**src/rtl/aes_mem_bridge.sv**
```systemverilog
// Shared word buffer and ownership sequencer between the ARM host and the AES/GF core.
// The host and the core take turns owning the buffer across two phases: encryption, then MAC.
module aes_mem_bridge #(
  parameter int DEPTH = 64,
  parameter int WIDTH = 16
) (
  input  logic             clk,
  input  logic             rst,
  input  logic             en_memory,
  input  logic             en_r,
  input  logic             en_w,
  input  logic [5:0]       addr,
  input  logic [WIDTH-1:0] d,
  output logic [WIDTH-1:0] q,
  input  logic             done,
  input  logic             done2,
  input  logic [WIDTH-1:0] mac_in,
  output logic             done_arm,
  output logic             done_arm2,
  input  logic             host_we,
  input  logic             host_re,
  input  logic [5:0]       host_addr,
  input  logic [WIDTH-1:0] host_wdata,
  output logic [WIDTH-1:0] host_rdata,
  output logic             host_rvalid,
  input  logic             host_start,
  input  logic             host_ack,
  output logic             host_err,
  output logic             irq,
  output logic [WIDTH-1:0] mac,
  output logic             busy
);

  typedef enum logic [2:0] {
    S_HOST = 3'd0,
    S_RUN1 = 3'd1,
    S_RES1 = 3'd2,
    S_RUN2 = 3'd3,
    S_RES2 = 3'd4
  } state_t;

  state_t           state_q, state_d;
  logic             done_q, done2_q;
  logic [WIDTH-1:0] mem_q [DEPTH];

  logic [WIDTH-1:0] q_q, rdata_q, mac_q;
  logic             rvalid_q, err_q, irq_q, arm_q, arm2_q, busy_q;

  logic             core_live, host_live;
  logic             done_rise, done2_rise;
  logic             err_d;
  logic             mem_we;
  logic [5:0]       mem_waddr;
  logic [WIDTH-1:0] mem_wdata;

  assign done_rise  = done & ~done_q;
  assign done2_rise = done2 & ~done2_q;
  assign core_live  = (state_q == S_RUN1) || (state_q == S_RUN2);
  assign host_live  = ~core_live;

  always_comb begin
    state_d = state_q;
    unique case (state_q)
      S_HOST:  if (host_start) state_d = S_RUN1;
      S_RUN1:  if (done_rise)  state_d = S_RES1;
      S_RES1:  if (host_ack)   state_d = S_RUN2;
      S_RUN2:  if (done2_rise) state_d = S_RES2;
      S_RES2:  if (host_start) state_d = S_RUN1;
      default: state_d = S_HOST;
    endcase
  end

  // A start is only legal once a full two-phase round has finished (or never started).
  always_comb begin
    err_d = 1'b0;
    if (core_live && (host_we || host_re))
      err_d = 1'b1;
    if (host_start && (state_q == S_RUN1 || state_q == S_RES1 || state_q == S_RUN2))
      err_d = 1'b1;
    if (host_ack && (state_q != S_RES1))
      err_d = 1'b1;
  end

  always_comb begin
    mem_we    = 1'b0;
    mem_waddr = host_addr;
    mem_wdata = host_wdata;
    if (core_live && en_memory && en_w) begin
      mem_we    = 1'b1;
      mem_waddr = addr;
      mem_wdata = d;
    end else if (host_live && host_we) begin
      mem_we = 1'b1;
    end
  end

  // Buffer contents survive reset so a mid-run abort leaves the data readable.
  always_ff @(posedge clk) begin
    if (mem_we)
      mem_q[mem_waddr] <= mem_wdata;
  end

  always_ff @(posedge clk or negedge rst) begin
    if (!rst) begin
      state_q  <= S_HOST;
      done_q   <= 1'b0;
      done2_q  <= 1'b0;
      q_q      <= '0;
      rdata_q  <= '0;
      rvalid_q <= 1'b0;
      err_q    <= 1'b0;
      irq_q    <= 1'b0;
      arm_q    <= 1'b0;
      arm2_q   <= 1'b0;
      busy_q   <= 1'b0;
      mac_q    <= '0;
    end else begin
      state_q  <= state_d;
      done_q   <= done;
      done2_q  <= done2;
      err_q    <= err_d;
      rvalid_q <= host_live && host_re;
      if (host_live && host_re)
        rdata_q <= mem_q[host_addr];
      if (core_live && en_memory && en_r)
        q_q <= mem_q[addr];
      if ((state_q == S_RUN2) && done2_rise)
        mac_q <= mac_in;
      busy_q   <= (state_d == S_RUN1) || (state_d == S_RUN2);
      arm_q    <= (state_d == S_RUN1);
      arm2_q   <= (state_d == S_RUN2);
      irq_q    <= (state_d == S_RES1) || (state_d == S_RES2);
    end
  end

  assign q           = q_q;
  assign host_rdata  = rdata_q;
  assign host_rvalid = rvalid_q;
  assign host_err    = err_q;
  assign irq         = irq_q;
  assign done_arm    = arm_q;
  assign done_arm2   = arm2_q;
  assign busy        = busy_q;
  assign mac         = mac_q;

endmodule

```
**config.mk**
```make
export PLATFORM = sky130hd
export DESIGN_NAME = aes_mem_bridge
export DESIGN_NICKNAME = d
export VERILOG_FILES = /design/src/rtl/aes_mem_bridge.sv
export SDC_FILE = /design/constraint.sdc
export NUM_CORES = 1
export LEC_CHECK = 0
export BUFFER_PORTS_ARGS = -buffer_cell sky130_fd_sc_hd__buf_4
export CAP_MARGIN = 20
export CELL_PAD_IN_SITES_DETAIL_PLACEMENT = 0
export CELL_PAD_IN_SITES_GLOBAL_PLACEMENT = 1
export CORE_UTILIZATION = 45
export CTS_CLUSTER_SIZE = 10
export DETAILED_ROUTE_END_ITERATION = 12
export PLACE_DENSITY_LB_ADDON = 0.3
export SYNTH_ARGS = -nofsm -noshare
export SYNTH_HDL_FRONTEND = slang
export SYNTH_SLANG_ARGS = --single-unit
```
**constraint.sdc**
```tcl
create_clock -name clk -period 3.7 [get_ports clk]
set_input_delay 0.37 -clock clk [delete_from_list [all_inputs] [get_ports clk]]
set_output_delay 0.37 -clock clk [all_outputs]
set_load 0.005 [all_outputs]
```
==> results of run 1 <==
==> cell type report <==
| class | instances | area, um^2 | share of cell area (%) |
|---|---|---|---|
| Inverter | 4 | 15.01 | 0.02587 |
| Antenna cell | 2 | 5.005 | 0.008623 |
| Timing Repair Buffer | 374 | 3263 | 5.622 |
| Clock buffer | 211 | 3448 | 5.941 |
| Clock inverter | 8 | 87.58 | 0.1509 |
| Tap cell | 1488 | 1862 | 3.208 |
| Sequential cell | 1083 | 32230 | 55.52 |
| Multi-Input combinational cell | 1578 | 17130 | 29.52 |
==> cell usage in the layout (no fill, tap or decap), types with 6 or more instances in the layout <==
master,count
mux2i_1,467
a221oi_1,25
nand3_1,135
mux4_2,318
nand2b_1,6
o22ai_1,34
mux2_2,48
a221oi_2,7
a221o_1,16
nand2_2,16
o311ai_0,16
buf_12,30
dfrtp_1,59
a211oi_1,16
nand2_1,93
edfxtp_1,1024
a2111oi_1,7
nor2_1,45
a22oi_1,178
nor2_2,43
clkbuf_1,84
o2bb2ai_1,16
a21oi_1,36
buf_4,313
dlygate4sd3_1,23
clkbuf_16,123
a2111oi_0,9
==> registers in the layout, summed over array words and instances, names as in the netlist, 3 cells and up <==
signal	flops
host_rdata	16
state_q	3
q	16
mem_q	1024
mac	16
==> synthesized netlist by cell type, types with 8 or more instances <==
cell	count	area [um^2]
a22oi_1	178	1336
buf_4	14	105.1
clkbuf_1	116	435.4
a2111oi_0	16	140.1
mux2_2	48	540.5
dfrtp_1	59	1476
mux4_2	318	7162
buf_6	8	90.09
a21oi_1	36	180.2
nor2_1	92	345.3
a221o_1	16	160.2
a221oi_1	25	219.0
edfxtp_1	1024	30750
buf_1	10	37.54
nand2_1	109	409.1
o2bb2ai_1	16	140.1
o311ai_0	16	140.1
nand3_1	135	675.7
o22ai_1	34	212.7
mux2i_1	467	4674
a211oi_1	16	120.1
buf_2	72	360.4
==> timing repair <==
item                       CTS  global route
hold endpoints to repair    81             0
setup endpoints to repair    0             0
hold buffers                23             0
gates resized for setup      0             0
buffers inserted             0             0
==> path summary, 6_finish.rpt <==
kind | endpoint | slack [ns] | cells after the start
min in group asynchronous | mac[7]$_DFFE_PN0P_ | 0.33 | 2
max in group asynchronous | host_rdata[4]$_DFFE_PN0P_ | 2.79 | 2
max | mem_q[24][12]$_DFFE_PP_ | 0.58 | 9
min reg2reg | mac[8]$_DFFE_PN0P_ | 0.51 | 1
min | mem_q[60][5]$_DFFE_PP_ | 0.12 | 3
max reg2reg | mem_q[24][12]$_DFFE_PP_ | 0.58 | 9
==> power by group through the flow <==
stage          registers (uW)  logic [uW]  clock network (uW)
2_1_floorplan           14800        2020                   0
3_3_place_gp            14900        3900                   0
3_5_place_dp            14900        4000                   0
4_1_cts                 14600        4030               11100
5_1_grt                 14700        4300               11500
6_report                14600        4100               11000
==> stage by stage <==
stage          instance area (um^2)  total power (uW)  setup WS [ns]
6_report                      58040             29730         0.5821
5_1_grt                       58040             30510         0.4225
4_1_cts                       58040             29760         0.6335
3_5_place_dp                  54270             18870         0.4791
3_3_place_gp                  54250             18760         0.2056
2_1_floorplan                 50200             16780         0.8043
==> routing by layer <==
layer  wire length (um)  vias up
li1                   -    12630
met2              73690     1832
met3              17650      307
met5                 24        -
met4               6941        4
met1              63740    16270
==> cell families after synthesis <==
group / share of synthesized area (%)
buf+inv: 2.139
compound gates: 5.680
flops: 64.20
simple gates: 3.330
mux: 24.66
==> worst register-to-register path, delay by kind of cell (launching register included) <==
kind | cells | cell delay [ns]
AO/OA/AOI/OAI | 1 | 0.11
buffers and inverters | 3 | 0.88
flip-flops | 1 | 0.46
AND/OR/NAND/NOR | 5 | 1.31
==> metrics, run 1 <==
status completed; root buf cell clkbuf_16; HP Class primary input to flip-flop; Placed Cells about 4500; Longest Clk Path Bufs 3; CP arrival 3.48 ns; clock skew between 0.03 and 0.04 ns; vias in the first global route roughly 31000; RSZ-0062 raised after global routing no; HPWL after DPL between 100000 and 150000 um; Critical Path Max Stage Delay between 0.4 and 0.5 ns; static leakage about 0.020 uW; crit path from state_q[0]$_DFF_PN0_; crit share post-route between 80% and 90%; Syn-to-layout area delta 15.62%; yosys warns 0; fill cell count around 8800; Antenna Violating Nets Remaining 0; Fin Hold WS 0.1241 ns; Syn Nets approximately 3000; initial core utilization about 45%; TritonCTS clock tree built; gpl congestion around 0.95; DRT iter0 DRCs 3946; Residual DRC 0; TritonCTS Buffers 121; PortBufs roughly 120; Clock power frac a little under two fifths; P_sw roughly 7600 uW; Synth Area per Inst about 17 um^2; logic gate share of total power roughly 14%; internal power 22110 uW; Max Cap Viol 0; post-synthesis sequential area ratio between 60 and 70%; routed vias/inst between 6 and 7; Cell Pwr Density ~500 nW/um^2; crit path kind flip-flop to flip-flop; Startpoint Class flip-flop; first-pass GRT wire length 228800 um; GRT met1 Usage roughly two fifths; max-slew violation count 0; GRT met3 Usage around 7.6%; Die Area around 110000 um^2; per-cell routed wire length about 34 um; die width approximately 340 um; Synth Cell Area ~50000 um^2; Skew-Pair Late Insertion Delay between 0.7 and 0.8 ns; Critical-path top delay cell nand2b_1; most frequent CP cell buf_4; Post-Synthesis Cells ~2900; Peak Freq 320.7 MHz; grt total ovfl 0; Ports ~130; clock slew at reported path FFs around 0.05 ns; Hold Vio Cnt, Final 0; measured slew at the worst slew-check pin 1.066 ns; Most used DFF post-synth edfxtp_1; Worst path top cell family by delay simple AND/OR/NAND/NOR gates; row count around 120; setup violators final 0; share of cells above drive strength 1 around 29%; Critical Path RT between 4 and 5 ns; GR Layer Usage met2 between 40% and 50%; CP cell instances nor2b_1 -> buf_4 -> nand3_1 -> buf_4 -> nor3_1 -> a21oi_1 -> nand2b_1 -> nor2_1 -> buf_4; core area between 100000 and 150000 um^2; Net Sw Frac between 20% and 30%; Chip Height 336.0 um; GRT Total Usage 28.83%; headroom to the max-slew limit 28.48%; 1st-pass router iterations 5; Final min period a little over 3 ns; CTS Sinks 1083; vias after detailed routing roughly 31000; Most Used Layer, Global Route met2; Cell variety after synth 47; RR Startpoint state_q[0]$_DFF_PN0_; initial antenna violation count 6; nets@finish 3233; async set or reset register ratio after synthesis 5.448%; CTS H-tree lvls 3; CP Capture Type flip-flop; flops & latches, synth about 1100; Finished Layout Cells about 4700; critical path fanouts, max 26; TNS Setup 0 ns; HP Start d[5]; Post-synth EDFFs roughly 1000; maximum vdd drop around 0.38 mV; largest net degree at the start of global routing 80; total routed wirelength between 150000 and 200000 um; Final Core Density a little over half; CP Buf/Inv Count 3; sequential share of power 49.3%
Power figures use the tool's default switching activity.
==> run 2: changes to the inputs <==
Clock period 3.7 ns to 2.8 ns, I/O delays scaled along.
==> metrics, run 2 (same netlist as run 1, synthesis figures left out) <==
Final min period about 2.7 ns; nets@finish between 3000 and 4000; DRT iter0 DRCs 3876; crit path kind flip-flop to flip-flop; status completed; HP Class primary input to flip-flop; CTS H-tree lvls 4; headroom to the max-slew limit about a fifth; routed vias/inst ~6.5; grt total ovfl 0; fill cell count around 8700; post-route setup slack 0.08292 ns; vias after detailed routing roughly 31000; TritonCTS Buffers 130; die width roughly 340 um; initial core utilization 45.36%; max-slew violation count 0; gpl congestion ~0.99; RSZ-0062 raised after global routing no; static leakage 0.02078 uW; maximum vdd drop 0.6052 mV; share of cells above drive strength 1 between 30% and 40%; Chip Height roughly 340 um; Hold Vio Cnt, Final 0; clock skew approximately 0.032 ns; Critical Path Max Stage Delay between 0.4 and 0.5 ns; CP cell instances nor2b_2 -> and3_1 -> buf_4 -> nand2_1 -> nand2_1 -> nand2_1 -> nor2_1 -> buf_4; Skew-Pair Late Insertion Delay about 0.75 ns; measured slew at the worst slew-check pin approximately 1.2 ns; most frequent CP cell nand2_1; total power between 40000 and 50000 uW; total routed wirelength ~170000 um; Most flops, register mem_q; Residual DRC 0; CP Capture Type flip-flop; Ports between 100 and 150; HPWL after DPL around 110000 um; most frequent cells in the layout edfxtp_1, mux2i_1, mux4_2; CTS Sinks about 1100; critical path fanouts, max 8; vias in the first global route ~32000; root buf cell clkbuf_16; Startpoint Class flip-flop; TritonCTS clock tree built; TNS Setup 0 ns; CP arrival around 3.1 ns; per-cell routed wire length about 34 um; core area approximately 110000 um^2; initial antenna violation count 6; crit share post-route a little over nine tenths; row count 122; largest net degree at the start of global routing between 60 and 70; Cell Pwr Density between 600 and 700 nW/um^2; Antenna Violating Nets Remaining 0; Longest Clk Path Bufs 3; 1st-pass router iterations 8; max FFs per register around 1000; clock slew at reported path FFs around 0.05 ns; PortBufs 124; setup violators final 0; dpl ws -0.1548 ns; Die Area around 110000 um^2; Peak Freq around 370 MHz; leading cell type in the layout, fill and taps excluded edfxtp_1; Final Core Density between 50 and 60%; first-pass GRT wire length 234300 um; Syn-to-layout area delta 19.46%; Critical Path RT approximately 3.2 ns; Critical-path top delay cell dfrtp_1; GRT Total Usage ~30%; Max Cap Viol 0
## run 2: changes by cell type in the layout (fill, tap and decap cells not counted), moves of 2 or more
cell	delta
a2111oi_0	-4
a2111oi_2	+2
a2111oi_1	+2
buf_12	+85
nand2b_1	-2
clkbuf_16	+15
clkinv_1	+2
buf_2	+5
clkbuf_1	-37
clkinv_2	+3
nand2b_2	+2
buf_4	-3
## run 2: per-layer routing
layer,up-vias,global-route usage (%),wire [um]
met4,0,13.84,8126
met3,322,8.005,18490
li1,12790,-,-
met5,-,0,0
met1,16450,39.69,63680
met2,1911,45.03,75290
## run 2: area by class of cell
type | instances | area [um^2] | share of cell area, %
clock inverters | 11 | 72.57 | 0.1210
well taps | 1488 | 1862 | 3.105
flip-flops and latches | 1083 | 32230 | 53.74
diodes | 3 | 7.507 | 0.01252
multi-input cells | 1578 | 17160 | 28.61
inverters | 4 | 15.01 | 0.02504
repair buffers | 459 | 4954 | 8.260
clock buffers | 188 | 3671 | 6.122
## run 2: final timing paths
kind | start | endpoint | slack [ns] | cells past startpoint
max in group asynchronous | rst | host_rdata[1]$_DFFE_PN0P_ | 1.89 | 2
hold / removal | host_wdata[0] | mem_q[52][0]$_DFFE_PP_ | 0.17 | 4
min in group asynchronous | rst | mac[11]$_DFFE_PN0P_ | 0.26 | 2
hold reg to reg | mac[6]$_DFFE_PN0P_ | mac[6]$_DFFE_PN0P_ | 0.51 | 1
setup reg to reg | state_q[2]$_DFF_PN0_ | mem_q[23][12]$_DFFE_PP_ | 0.08 | 8
setup / recovery | state_q[2]$_DFF_PN0_ | mem_q[23][12]$_DFFE_PP_ | 0.08 | 8
## run 2: per-stage QoR
stage,instance area [um^2],instances,hold WS (ns)
finish,59970,4814,0.1687
global route,59960,4811,0.1581
CTS,59950,4811,0.1034
detailed placement,55970,4589,0.4009
global placement,55920,4583,0.4008
floorplan,50200,2887,-0.01559
## run 2: power by group
part,switching [uW],internal [uW]
registers,485,18900
clock network,6350,8980
logic,3440,2330
## run 2: critical path, delay by kind of cell (launching register included)
| kind | cells | cell delay, ns |
|---|---|---|
| AND/OR/NAND/NOR | 6 | 1.51 |
| buffers and inverters | 2 | 0.45 |
| flip-flops | 1 | 0.44 |
## run 2: repair_timing
item,in CTS,in global routing
setup endpoints to repair,273,134
hold buffers,23,0
gates resized for setup,2,2
setup buffers,0,0
hold endpoints to repair,83,0
